===== src/rtl/wb_stage_if.sv =====
// MEM->WB bus: MEM-stage result, data-memory read word and the
// register-file write port driven back out of writeback.
interface wb_stage_if #(
  parameter int XLEN        = 32,
  parameter int RFIDX_WIDTH = 5
);
  logic                   valid_m;
  logic [XLEN-1:0]        pc_m;
  logic [RFIDX_WIDTH-1:0] rd_m;
  logic                   regwrite_m;
  logic [1:0]             wbsel_m;
  logic [2:0]             funct3_m;
  logic [XLEN-1:0]        aluout_m;
  logic [XLEN-1:0]        dmem_rdata;
  logic                   we_w;
  logic [RFIDX_WIDTH-1:0] wa_w;
  logic [XLEN-1:0]        wd_w;
  logic [XLEN-1:0]        pc_w;
  logic                   ldmis_w;

  modport master (
    output valid_m, pc_m, rd_m, regwrite_m,
    output wbsel_m, funct3_m, aluout_m, dmem_rdata,
    input  we_w, wa_w, wd_w, pc_w, ldmis_w
  );

  modport slave (
    input  valid_m, pc_m, rd_m, regwrite_m,
    input  wbsel_m, funct3_m, aluout_m, dmem_rdata,
    output we_w, wa_w, wd_w, pc_w, ldmis_w
  );
endinterface


===== src/rtl/wb_stage.sv =====
// MEM/WB pipeline register, load alignment and register-file writeback.
// Also keeps the retired-instruction counter.
module wb_stage #(
  parameter int XLEN        = 32,
  parameter int RFIDX_WIDTH = 5,
  parameter int CNT_WIDTH   = 64
) (
  input  logic                 clk,
  input  logic                 rstn,
  input  logic                 stall,
  input  logic                 flush,
  wb_stage_if.slave            bus,
  output logic [CNT_WIDTH-1:0] instret
);

  typedef struct packed {
    logic                   valid;
    logic [XLEN-1:0]        pc;
    logic [RFIDX_WIDTH-1:0] rd;
    logic                   regwrite;
    logic [1:0]             wbsel;
    logic [2:0]             funct3;
    logic [XLEN-1:0]        alu;
  } mem_wb_t;

  mem_wb_t mw_d;
  mem_wb_t mw_q;

  assign mw_d = '{
    valid:    bus.valid_m,
    pc:       bus.pc_m,
    rd:       bus.rd_m,
    regwrite: bus.regwrite_m,
    wbsel:    bus.wbsel_m,
    funct3:   bus.funct3_m,
    alu:      bus.aluout_m
  };

  always_ff @(posedge clk or negedge rstn) begin
    if (!rstn) begin
      mw_q <= '0;
    end else if (flush) begin
      mw_q.valid <= 1'b0;
    end else if (!stall) begin
      mw_q <= mw_d;
    end
  end

  // A stalled instruction is counted on the edge it finally leaves WB.
  always_ff @(posedge clk or negedge rstn) begin
    if (!rstn) begin
      instret <= '0;
    end else if (mw_q.valid && !stall) begin
      instret <= instret + CNT_WIDTH'(1);
    end
  end

  logic [1:0]      a;
  logic [7:0]      ld_b;
  logic [15:0]     ld_h;
  logic            is_b;
  logic            is_bu;
  logic            is_h;
  logic            is_hu;
  logic            is_w;
  logic            ld_bad;
  logic            ld_misal;
  logic [XLEN-1:0] ld_data;

  assign a     = mw_q.alu[1:0];
  assign ld_b  = bus.dmem_rdata[{a, 3'b000} +: 8];
  assign ld_h  = a[1] ? bus.dmem_rdata[31:16]
                      : bus.dmem_rdata[15:0];
  assign is_b  = mw_q.funct3 == 3'b000;
  assign is_h  = mw_q.funct3 == 3'b001;
  assign is_w  = mw_q.funct3 == 3'b010;
  assign is_bu = mw_q.funct3 == 3'b100;
  assign is_hu = mw_q.funct3 == 3'b101;

  always_comb begin
    ld_data = '0;
    ld_bad  = 1'b0;
    unique case (1'b1)
      is_b:    ld_data = {{(XLEN-8){ld_b[7]}}, ld_b};
      is_bu:   ld_data = {{(XLEN-8){1'b0}}, ld_b};
      is_h:    ld_data = {{(XLEN-16){ld_h[15]}}, ld_h};
      is_hu:   ld_data = {{(XLEN-16){1'b0}}, ld_h};
      is_w:    ld_data = bus.dmem_rdata;
      default: ld_bad  = 1'b1;
    endcase
  end

  assign ld_misal = ((is_h | is_hu) & a[0])
                  | (is_w & (a != 2'b00));

  always_comb begin
    bus.wd_w = '0;
    unique case (mw_q.wbsel)
      2'b00:   bus.wd_w = mw_q.alu;
      2'b01:   bus.wd_w = ld_data;
      2'b10:   bus.wd_w = mw_q.pc + XLEN'(4);
      default: bus.wd_w = '0;
    endcase
  end

  assign bus.we_w    = mw_q.valid & mw_q.regwrite
                     & (mw_q.rd != '0);
  assign bus.wa_w    = mw_q.rd;
  assign bus.pc_w    = mw_q.pc;
  assign bus.ldmis_w = mw_q.valid & (mw_q.wbsel == 2'b01)
                     & (ld_misal | ld_bad);

endmodule

===== src/flat_wrapper.sv =====
// flat-port wrapper written by rule: the top's interface ports become plain ports
module wb_stage_flat 
#(
  parameter int XLEN        = 32,
  parameter int RFIDX_WIDTH = 5,
  parameter int CNT_WIDTH   = 64
)
  (clk, rstn, stall, flush, instret, bus_valid_m, bus_pc_m, bus_rd_m, bus_regwrite_m, bus_wbsel_m, bus_funct3_m, bus_aluout_m, bus_dmem_rdata, bus_we_w, bus_wa_w, bus_wd_w, bus_pc_w, bus_ldmis_w);
  wb_stage_if #(.XLEN(XLEN), .RFIDX_WIDTH(RFIDX_WIDTH)) bus_i ();
  input  logic clk;
  input  logic rstn;
  input  logic stall;
  input  logic flush;
  output logic [CNT_WIDTH-1:0] instret;
  input wire logic [$bits(bus_i.valid_m)-1:0] bus_valid_m;
  input wire logic [$bits(bus_i.pc_m)-1:0] bus_pc_m;
  input wire logic [$bits(bus_i.rd_m)-1:0] bus_rd_m;
  input wire logic [$bits(bus_i.regwrite_m)-1:0] bus_regwrite_m;
  input wire logic [$bits(bus_i.wbsel_m)-1:0] bus_wbsel_m;
  input wire logic [$bits(bus_i.funct3_m)-1:0] bus_funct3_m;
  input wire logic [$bits(bus_i.aluout_m)-1:0] bus_aluout_m;
  input wire logic [$bits(bus_i.dmem_rdata)-1:0] bus_dmem_rdata;
  output wire logic [$bits(bus_i.we_w)-1:0] bus_we_w;
  output wire logic [$bits(bus_i.wa_w)-1:0] bus_wa_w;
  output wire logic [$bits(bus_i.wd_w)-1:0] bus_wd_w;
  output wire logic [$bits(bus_i.pc_w)-1:0] bus_pc_w;
  output wire logic [$bits(bus_i.ldmis_w)-1:0] bus_ldmis_w;
  assign bus_i.valid_m = bus_valid_m;
  assign bus_i.pc_m = bus_pc_m;
  assign bus_i.rd_m = bus_rd_m;
  assign bus_i.regwrite_m = bus_regwrite_m;
  assign bus_i.wbsel_m = bus_wbsel_m;
  assign bus_i.funct3_m = bus_funct3_m;
  assign bus_i.aluout_m = bus_aluout_m;
  assign bus_i.dmem_rdata = bus_dmem_rdata;
  assign bus_we_w = bus_i.we_w;
  assign bus_wa_w = bus_i.wa_w;
  assign bus_wd_w = bus_i.wd_w;
  assign bus_pc_w = bus_i.pc_w;
  assign bus_ldmis_w = bus_i.ldmis_w;
  wb_stage #(.XLEN(XLEN), .RFIDX_WIDTH(RFIDX_WIDTH), .CNT_WIDTH(CNT_WIDTH)) u_core (.clk(clk), .rstn(rstn), .stall(stall), .flush(flush), .bus(bus_i), .instret(instret));
endmodule

===== config.mk =====
export PLATFORM = sky130hd
export DESIGN_NAME = wb_stage_flat
export DESIGN_NICKNAME = d
export VERILOG_FILES = /design/src/rtl/wb_stage_if.sv /design/src/rtl/wb_stage.sv /design/src/flat_wrapper.sv
export SDC_FILE = /design/constraint.sdc
export NUM_CORES = 1
export LEC_CHECK = 0
export ABC_AREA = 1
export BUFFER_PORTS_ARGS = -buffer_cell sky130_fd_sc_hd__buf_2
export CAP_MARGIN = 0
export CORE_MARGIN = 8
export CORE_UTILIZATION = 59
export CTS_BUF_LIST = sky130_fd_sc_hd__clkbuf_8
export DETAILED_ROUTE_END_ITERATION = 8
export PLACE_DENSITY = 0.95
export SYNTH_ARGS = -nofsm -noshare
export SYNTH_HDL_FRONTEND = slang
export SYNTH_SLANG_ARGS = --single-unit

===== constraint.sdc =====
create_clock -name clk -period 4.7 [get_ports clk]
set_input_delay 0.47 -clock clk [delete_from_list [all_inputs] [get_ports clk]]
set_output_delay 0.47 -clock clk [all_outputs]
set_load 0.1 [all_outputs]

Word level (Yosys, flattened, before mapping)
Cells that the tools add are included.
Word-level totals
  bits in registers: 140
  input bits: 112
  output and inout bits: 135
  logic and storage cells: 43
Cells by class
  add/sub/neg operators: 2
  equality and inequality tests: 7
  shift-type cells: 1
  mux-type cells: 6
  bitwise gates (word level): 11
  reduce and logical (&&, ||, !) cells: 8
Operator list (number)
  $pmux 32 s5: 1
  $pmux 32 s3: 1
  $mux 76: 1
  $add 64x1->64 const B: 1
  $add 32x3->32 const B: 1
  $shiftx 32x6->8: 1
  $mux 16: 1
  $and 1x1->1: 6
  $eq 3x3->1 const B: 2
  $reduce_bool 5->1: 1
  $reduce_or 5->1: 1
  $eq 3x1->1 const B: 1
  $eq 3x2->1 const B: 1
  $logic_not 3->1: 1
  $or 1x1->1: 3
  $eq 2x1->1 const B: 1
  $eq 2x2->1 const B: 1
  $logic_not 2->1: 1
  $mux 1: 2
  $ne 2x1->1 const B: 1
  $not 1->1: 2
  $reduce_and 2->1: 1
  $reduce_bool 2->1: 1
  $logic_and 1x1->1: 1
  $logic_not 1->1: 1

Depth between registers and ports, before layout
Gate-level depths: netlist of run 1.
  depth in word-level cells: 6
  gate-level depth with buffers: 11

Worst setup path after synthesis of run 1
No wires, ideal clock.
  path type: reg2out
  start: register u_core.mw_q (netlist bit u_core.a[1])
  end: output port bus_wd_w[10]
  arrival time: 2.993 ns
  data required time: 4.230 ns
  path slack: 1.237 ns
  cell stages (with the launch flop): 7
  path through: dfrtp_1 > buf_2 > nand2_1 > o21ai_1 > o21ai_1 > a21oi_1 > o21ai_0
On the way
  cells in the longest elaborated chain, start to end: 3
  elaborated cells on any way between the ends: 4
RTL lines
  from (decl): line wb_stage.sv:27  | mem_wb_t mw_q;
  from (signal assigned): line wb_stage.sv:45  | mw_q <= mw_d;
  $shiftx 32x6->8 / $mux 16 (equally long branches): line wb_stage.sv:71, wb_stage.sv:72
  $pmux 32 s5 *: line wb_stage.sv:83  | unique case (1'b1)
  $pmux 32 s3 *: line wb_stage.sv:98  | unique case (mw_q.wbsel)
  to (decl): line flat_wrapper.sv:25  | output wire logic [$bits(bus_i.wd_w)-1:0] bus_wd_w;
Every way passes the cells marked *; elsewhere a longest branch is shown, timed or not.

Worst setup path after layout of run 1
  start: register u_core.mw_q (netlist bit u_core.a[1])
  end: output port bus_wd_w[13]
Same word-level chain as after synthesis.

==> flow_metrics.py, run 1 <==
metrics = {
    "min_path": {
        "holdCritStartpoint": "flush",
        "hold_path.class": "input pin to flop",
    },
    "layout": {
        "area_growth_pct": 17.8,
        "final_nets": 1566,
        "drive_above_1_share_pct": 25.0,
    },
    "die": {
        "die_h_um": 139,
        "fp.coreArea_um2": 15000,
        "placementRows": 45,
        "die_area_um2": 19400,
        "die_w_um": 139,
        "ios": 247,
        "start_util_pct": 59.6,
    },
    "worst_setup_path": {
        "path_class": "flop to output port",
        "timing.rr.start": "u_core.mw_q[75]$_DFFE_PN0P_",
        "crit_family": "simple AND/OR/NAND/NOR gates",
        "slowest_stage": "dfrtp_1",
        "critPathMaxStageDelay_ps": 590,
        "crit_path_max_fanout": 23,
        "crit_arrival_ps": 3290,
        "crit_buf_inv": 2,
        "startpoint": "u_core.a[1]$_DFFE_PN0P_",
        "worstSetupStartpointType": "flop",
        "cp_common_cell": "nand2_1",
        "crit_required_ps": 4230,
        "crit_path_end_kind": "output port",
        "path_cells": "inv_1 > nand2_1 > nand2_1 > nand2_1 > o21ai_1 > nand2_1 > o211ai_1 > nand2_1 > nand3_1 > buf_2",
    },
    "clock_tree": {
        "ctsHtreeMaxLevel": 4,
        "cts-root-buf": "clkbuf_8",
        "numCtsBuffers": 17,
        "cts_sinks": 140,
        "cts_tree": "done",
        "cts_buffer_depth": 2,
        "clkTransAtPathRegs_ps": 80,
        "clk_latency_ps": 470,
    },
    "outcome": {
        "status": "completed",
    },
    "yosys": {
        "ys.flop_type": "dfrtp_1",
        "ys_seq_area_share_pct": 39.1,
        "syn_nets": 1360,
        "yosysTopAreaCell": "dfrtp_1",
        "yosysTopAreaCellShare_pct": 39.1,
        "synthTopCellsByCount": "nand2_1, dfrtp_1, inv_1",
        "synth_edf_count": 0,
        "synth_area_leaders": "dfrtp_1, nand2_1, nand3_1",
        "yosysWarnings": 0,
        "avgSynthCellArea_um2": 7.19,
        "synthesis.area_um2": 8960,
        "postSynthCellCount": 1246,
        "synth_async_sr_flop_share_pct": 100,
        "synth_most_common_cell": "nand2_1",
        "synth_seq_cells": 140,
        "synth.distinct_cells": 41,
    },
    "sta": {
        "hold_viol_final": 0,
        "slew_headroom_pct": 43.6,
        "period_minus_slack_ps": 3760,
        "max_freq_ghz": 0.266,
        "finalSetupViolations": 0,
        "whs_ps": 203,
        "skew_ps": 16.8,
        "setup_tns_ps": 0,
        "fin_crit_sh_pct": 80.1,
        "rsz0062_at_grt": "no",
        "worstMarginPinSlew_ps": 845,
        "drv_slew": 0,
    },
    "drt": {
        "wl_met1_um": 12300,
        "ant_nets": 0,
        "wl_met3_um": 3120,
        "wl_met2_um": 14800,
        "wl_per_cell_um": 19.3,
        "via_per_inst": 5.73,
        "wl_um": 32000,
        "first_pass_iters": 5,
        "drtIter0Drc": 861,
        "drc": 0,
        "num_vias": 9492,
        "top_layer_used": "met5",
    },
    "power_and_ir_drop": {
        "powerDensity_nw_per_um2": 402,
        "power.leakage_nw": 5.45,
        "ir_worst_vdd_v": 0.000317,
    },
    "global_routing": {
        "grt_max_degree": 86,
        "grt_overflow": 0,
        "antenna_found_initial": 8,
        "grt_pass1_vias": 9403,
        "grt_pass1_wl_um": 49900,
        "track_usage_pct": 32.6,
    },
    "placed_design": {
        "portBuffers": 246,
        "place_congestion": 1.01,
        "hpwl_um": 24900,
    },
    "flow_run": {
        "drv_cap": 0,
    },
}
==> repair_timing <==
action / CTS / global route
buffers inserted: 0 / 0
resized for setup: 0 / 0
hold buffers: 1 / 0
hold endpoints to repair: 50 / 0
setup endpoints to repair: 0 / 0
==> per-stage QoR <==
step | utilization [%] | cell area, µm² | worst slack, ps | power [W] | std cells
floorplan | - | 8960 | 1240 | 0.00283 | 1246
global placement | 67.1 | 10100 | 1520 | 0.00313 | 1620
detailed placement | 67.1 | 10100 | 1470 | 0.00315 | 1620
CTS | 70.1 | 10500 | 969 | 0.00422 | 1653
global route | 70.2 | 10600 | 577 | 0.00437 | 1657
finish | 70.2 | 10600 | 937 | 0.00424 | 1657
==> kinds of logic after synthesis <==
group	count (synthesis)	synth area share [%]
compound gates	117	7.19
xor+xnor	45	4.40
fa+ha+maj	2	0.279
buf+inv	210	10.6
flops	140	39.1
mux	30	3.77
simple gates	702	34.7
==> registers in the layout, summed over array words and instances (netlist names) <==
signal           cells
u_core.mw_q         37
u_core.bus.pc_w     32
u_core.bus.wa_w      5
u_core.a             2
u_core.instret      64
==> worst paths after layout <==
| kind | to | slack [ps] | depth (start not counted) |
|---|---|---|---|
| setup reg to reg | u_core.instret[62]$_DFFE_PN0P_ | 2640 | 10 |
| hold / removal | u_core.mw_q[75]$_DFFE_PN0P_ | 200 | 2 |
| min in group asynchronous | u_core.mw_q[23]$_DFFE_PN0P_ | 520 | 2 |
| hold reg to reg | u_core.mw_q[37]$_DFFE_PN0P_ | 510 | 1 |
| setup / recovery | bus_wd_w[13] | 940 | 10 |
| max in group asynchronous | u_core.mw_q[3]$_DFFE_PN0P_ | 3120 | 3 |
==> layer usage <==
| metal | GRT usage [%] | up-vias |
|---|---|---|
| met5 | 0 | - |
| met4 | 18.2 | 8 |
| met3 | 10.4 | 119 |
| met2 | 52.8 | 554 |
| met1 | 37.8 | 4456 |
| li1 | - | 4355 |
==> final cells by class <==
class / instances / area [µm²]
Antenna cell: 4 / 10.0
Clock buffer: 22 / 303
Clock inverter: 10 / 138
Fill cell: 1266 / 4480
Inverter: 144 / 541
Multi-Input combinational cell: 896 / 4520
Sequential cell: 140 / 3500
Tap cell: 188 / 235
Timing Repair Buffer: 253 / 1310
==> cell usage in the layout, fill, tap and decap left out, types with 20 or more instances in the layout <==
cell type and n:
inv_1 141, nand2_1 376, xor2_1 23, clkbuf_8 22, dfrtp_1 140, nand3_1 107
xnor2_1 22, nor2_1 122, nor3_1 20, a21oi_1 20, o21ai_0 74, mux2_2 30
buf_2 245
==> power by group <==
part	internal (W)	total, W	switching (W)
Sequential	0.00131	0.00144	0.000124
Combinational	0.000296	0.00171	0.00142
Clock	0.000595	0.00109	0.000496
Total	0.00220	0.00424	0.00203
No activity file was read; power rests on OpenSTA's default activity.
==> run 2, diff against run 1 <==
- ABC_AREA: 1 -> 0
- CORE_UTILIZATION: 59 -> 48
- PLACE_DENSITY: 0.95 -> 0.87
- clock period: 4.7 -> 3.3 ns (I/O delays scaled with it)
==> run 2 against run 1 <==
Sequential power up 43%. Total power up 40%. Routed wire length down 25%. Global-route usage down 9.3 points. Flip-flop and latch count unchanged. Core utilization down 10 points. Sequential share of layout area up 3.8 points. Critical path type unchanged. Critical endpoint is now bus_wd_w[31]. Largest power group unchanged. Count of clock-buffer cells in the layout down 3. Combinational power up 46%. Via count down 29%.
==> flow_metrics.py, run 2 <==
metrics = {
    "placed_design": {
        "portBuffers": 246,
        "place_congestion": 0.987,
        "placed_area_um2": 9070,
        "hpwl_um": 18400,
    },
    "layout": {
        "largest_register_ffs": 64,
        "final_common_cell": "buf_2",
        "area_growth_pct": 23.0,
        "final_nets": 1057,
        "finalInstanceArea_um2": 9480,
        "largest_register": "u_core.instret",
        "final_cell_mix": "buf_2, dfrtp_1, mux2_2",
        "fill_cells": 1362,
        "n_antenna_cell": 0,
        "drive_above_1_share_pct": 40.0,
    },
    "yosys": {
        "yosysTopAreaCellShare_pct": 45.5,
        "yosysWarnings": 0,
        "synth_area_leaders": "dfrtp_1, mux2_2, xnor2_1",
        "yosysTopAreaCell": "dfrtp_1",
        "syn_nets": 850,
        "postSynthCellCount": 736,
        "synthTopCellsByCount": "dfrtp_1, mux2_2, xnor2_1",
        "synth_most_common_cell": "dfrtp_1",
        "synth.distinct_cells": 53,
        "synthesis.area_um2": 7700,
        "avgSynthCellArea_um2": 10.5,
        "synth_async_sr_flop_share_pct": 100,
        "ys_seq_area_share_pct": 45.5,
        "synth_seq_cells": 140,
        "synth_edf_count": 0,
        "ys.flop_type": "dfrtp_1",
    },
    "sta": {
        "whs_ps": 96.9,
        "period_minus_slack_ps": 3040,
        "finalSetupViolations": 0,
        "drv_slew": 0,
        "hold_viol_final": 0,
        "fin_crit_sh_pct": 92.1,
        "slew_headroom_pct": 46.9,
        "max_freq_ghz": 0.329,
        "rsz0062_at_grt": "no",
        "skew_ps": 14.5,
        "setup_tns_ps": 0,
        "worstMarginPinSlew_ps": 797,
    },
    "flow_run": {
        "drv_cap": 0,
    },
    "clock_tree": {
        "clk_latency_ps": 440,
        "clkTransAtPathRegs_ps": 90,
        "cts_sinks": 140,
        "numCtsBuffers": 17,
        "postCtsSetupBuffers": 0,
        "postCtsResizedCells": 0,
        "cts_tree": "done",
        "ctsHtreeMaxLevel": 4,
        "cts-root-buf": "clkbuf_8",
        "cts_hold_buf": 1,
        "cts_buffer_depth": 2,
    },
    "power_and_ir_drop": {
        "powerDensity_nw_per_um2": 627,
        "internal-power_w": 0.00315,
        "combPwrFrac_pct": 41.8,
        "p_sw_share_pct": 47.0,
        "switching_power_w": 0.00280,
        "ir_worst_vdd_v": 0.000375,
        "power.leakage_nw": 4.50,
        "seqPwrFrac_pct": 34.6,
        "p_total_w": 0.00595,
        "clkPwrFrac_pct": 23.6,
    },
    "drt": {
        "wl_met2_um": 11100,
        "top_layer_used": "met4",
        "wl_per_cell_um": 20.4,
        "first_pass_iters": 5,
        "wl_met3_um": 2240,
        "via_per_inst": 5.74,
        "wl_met1_um": 9610,
        "drc": 0,
        "num_vias": 6729,
        "ant_nets": 0,
        "drtIter0Drc": 415,
        "wl_um": 23900,
    },
    "global_routing": {
        "grt_overflow": 0,
        "grt_pass1_vias": 6912,
        "track_usage_pct": 23.3,
        "grt_pass1_wl_um": 37200,
        "antenna_found_initial": 0,
        "grt_max_degree": 84,
    },
    "die": {
        "die_h_um": 143,
        "placementRows": 46,
        "die_area_um2": 20400,
        "fp.coreArea_um2": 15800,
        "start_util_pct": 48.9,
        "ios": 247,
        "die_w_um": 143,
    },
    "worst_setup_path": {
        "worstSetupStartpointType": "flop",
        "path_class": "flop to output port",
        "crit_path_end_kind": "output port",
        "crit_arrival_ps": 2710,
        "crit_required_ps": 2970,
        "crit_path_max_fanout": 11,
    },
    "outcome": {
        "status": "completed",
    },
    "min_path": {
        "hold_path.class": "input pin to flop",
    },
}
[run 2: kinds of logic (layout without fill, tap and decap cells)]
kind of cell               count (synthesis)  in the layout  share of synthesized area (%)
and+or+nand+nor                          233            233                           16.7
adders and majority gates                  2              2                          0.325
DFF                                      140            140                           45.5
muxes                                     85             85                           12.3
xor gates and xnor gates                  89             89                           10.1
AOI/OAI and AO/OA                        104            104                           9.21
buffers and inverters                     83            303                           5.86
[run 2: area by class of cell]
| type | instances | area (µm²) | share of cell area [%] |
|---|---|---|---|
| clock buffer | 19 | 262 | 2.76 |
| clock inverter | 13 | 140 | 1.48 |
| inverter | 12 | 45.0 | 0.475 |
| multi-input combinational | 513 | 3840 | 40.5 |
| sequential | 140 | 3500 | 37.0 |
| tap | 216 | 270 | 2.85 |
| timing repair buffer | 259 | 1420 | 15.0 |
[run 2: metal layers]
layer | vias to the layer above | track usage (%)
met5 | - | 0
met3 | 62 | 5.98
met2 | 385 | 37.4
met1 | 3240 | 28.3
met4 | 0 | 12.1
li1 | 3042 | -
[run 2: worst max-delay path: stages (launching register included)]
cell and delay [ps]:
dfrtp_1 440, and4_1 360, nand4_1 130, buf_4 200, nor4_1 340, xnor2_1 170
o21ai_1 150, buf_2 470
[run 2: through the flow]
step | worst slack [ps] | instances | util (%)
after floorplan | 22.4 | 736 | -
after global placement | 814 | 1139 | 57.5
after detailed placement | 766 | 1139 | 57.5
after CTS | 258 | 1172 | 60.1
after global routing | 113 | 1172 | 60.1
final | 260 | 1172 | 60.1
[run 2: power by group through the flow]
stage                     registers [W]  clock network (W)  logic [W]
after floorplan                 0.00218                  0    0.00193
after global placement          0.00208                  0    0.00247
after detailed placement        0.00209                  0    0.00249
after CTS                       0.00205            0.00144    0.00249
after global routing            0.00208            0.00151    0.00258
final                           0.00206            0.00140    0.00249
[run 2: final timing paths]
kind                            cells after the start                      startpoint  slack, ps                               to
max in group asynchronous                           3                            rstn       1960      u_core.mw_q[29]$_DFFE_PN0P_
worst min-delay path                                3                    bus_pc_m[22]        100  u_core.bus.pc_w[22]$_DFFE_PN0P_
worst min register to register                      1  u_core.instret[63]$_DFFE_PN0P_        480   u_core.instret[63]$_DFFE_PN0P_
worst max-delay path                                7  u_core.bus.pc_w[5]$_DFFE_PN0P_        260                     bus_wd_w[31]
min in group asynchronous                           2                            rstn        500      u_core.mw_q[17]$_DFFE_PN0P_
worst max register to register                      5     u_core.mw_q[75]$_DFFE_PN0P_        970   u_core.instret[51]$_DFFE_PN0P_
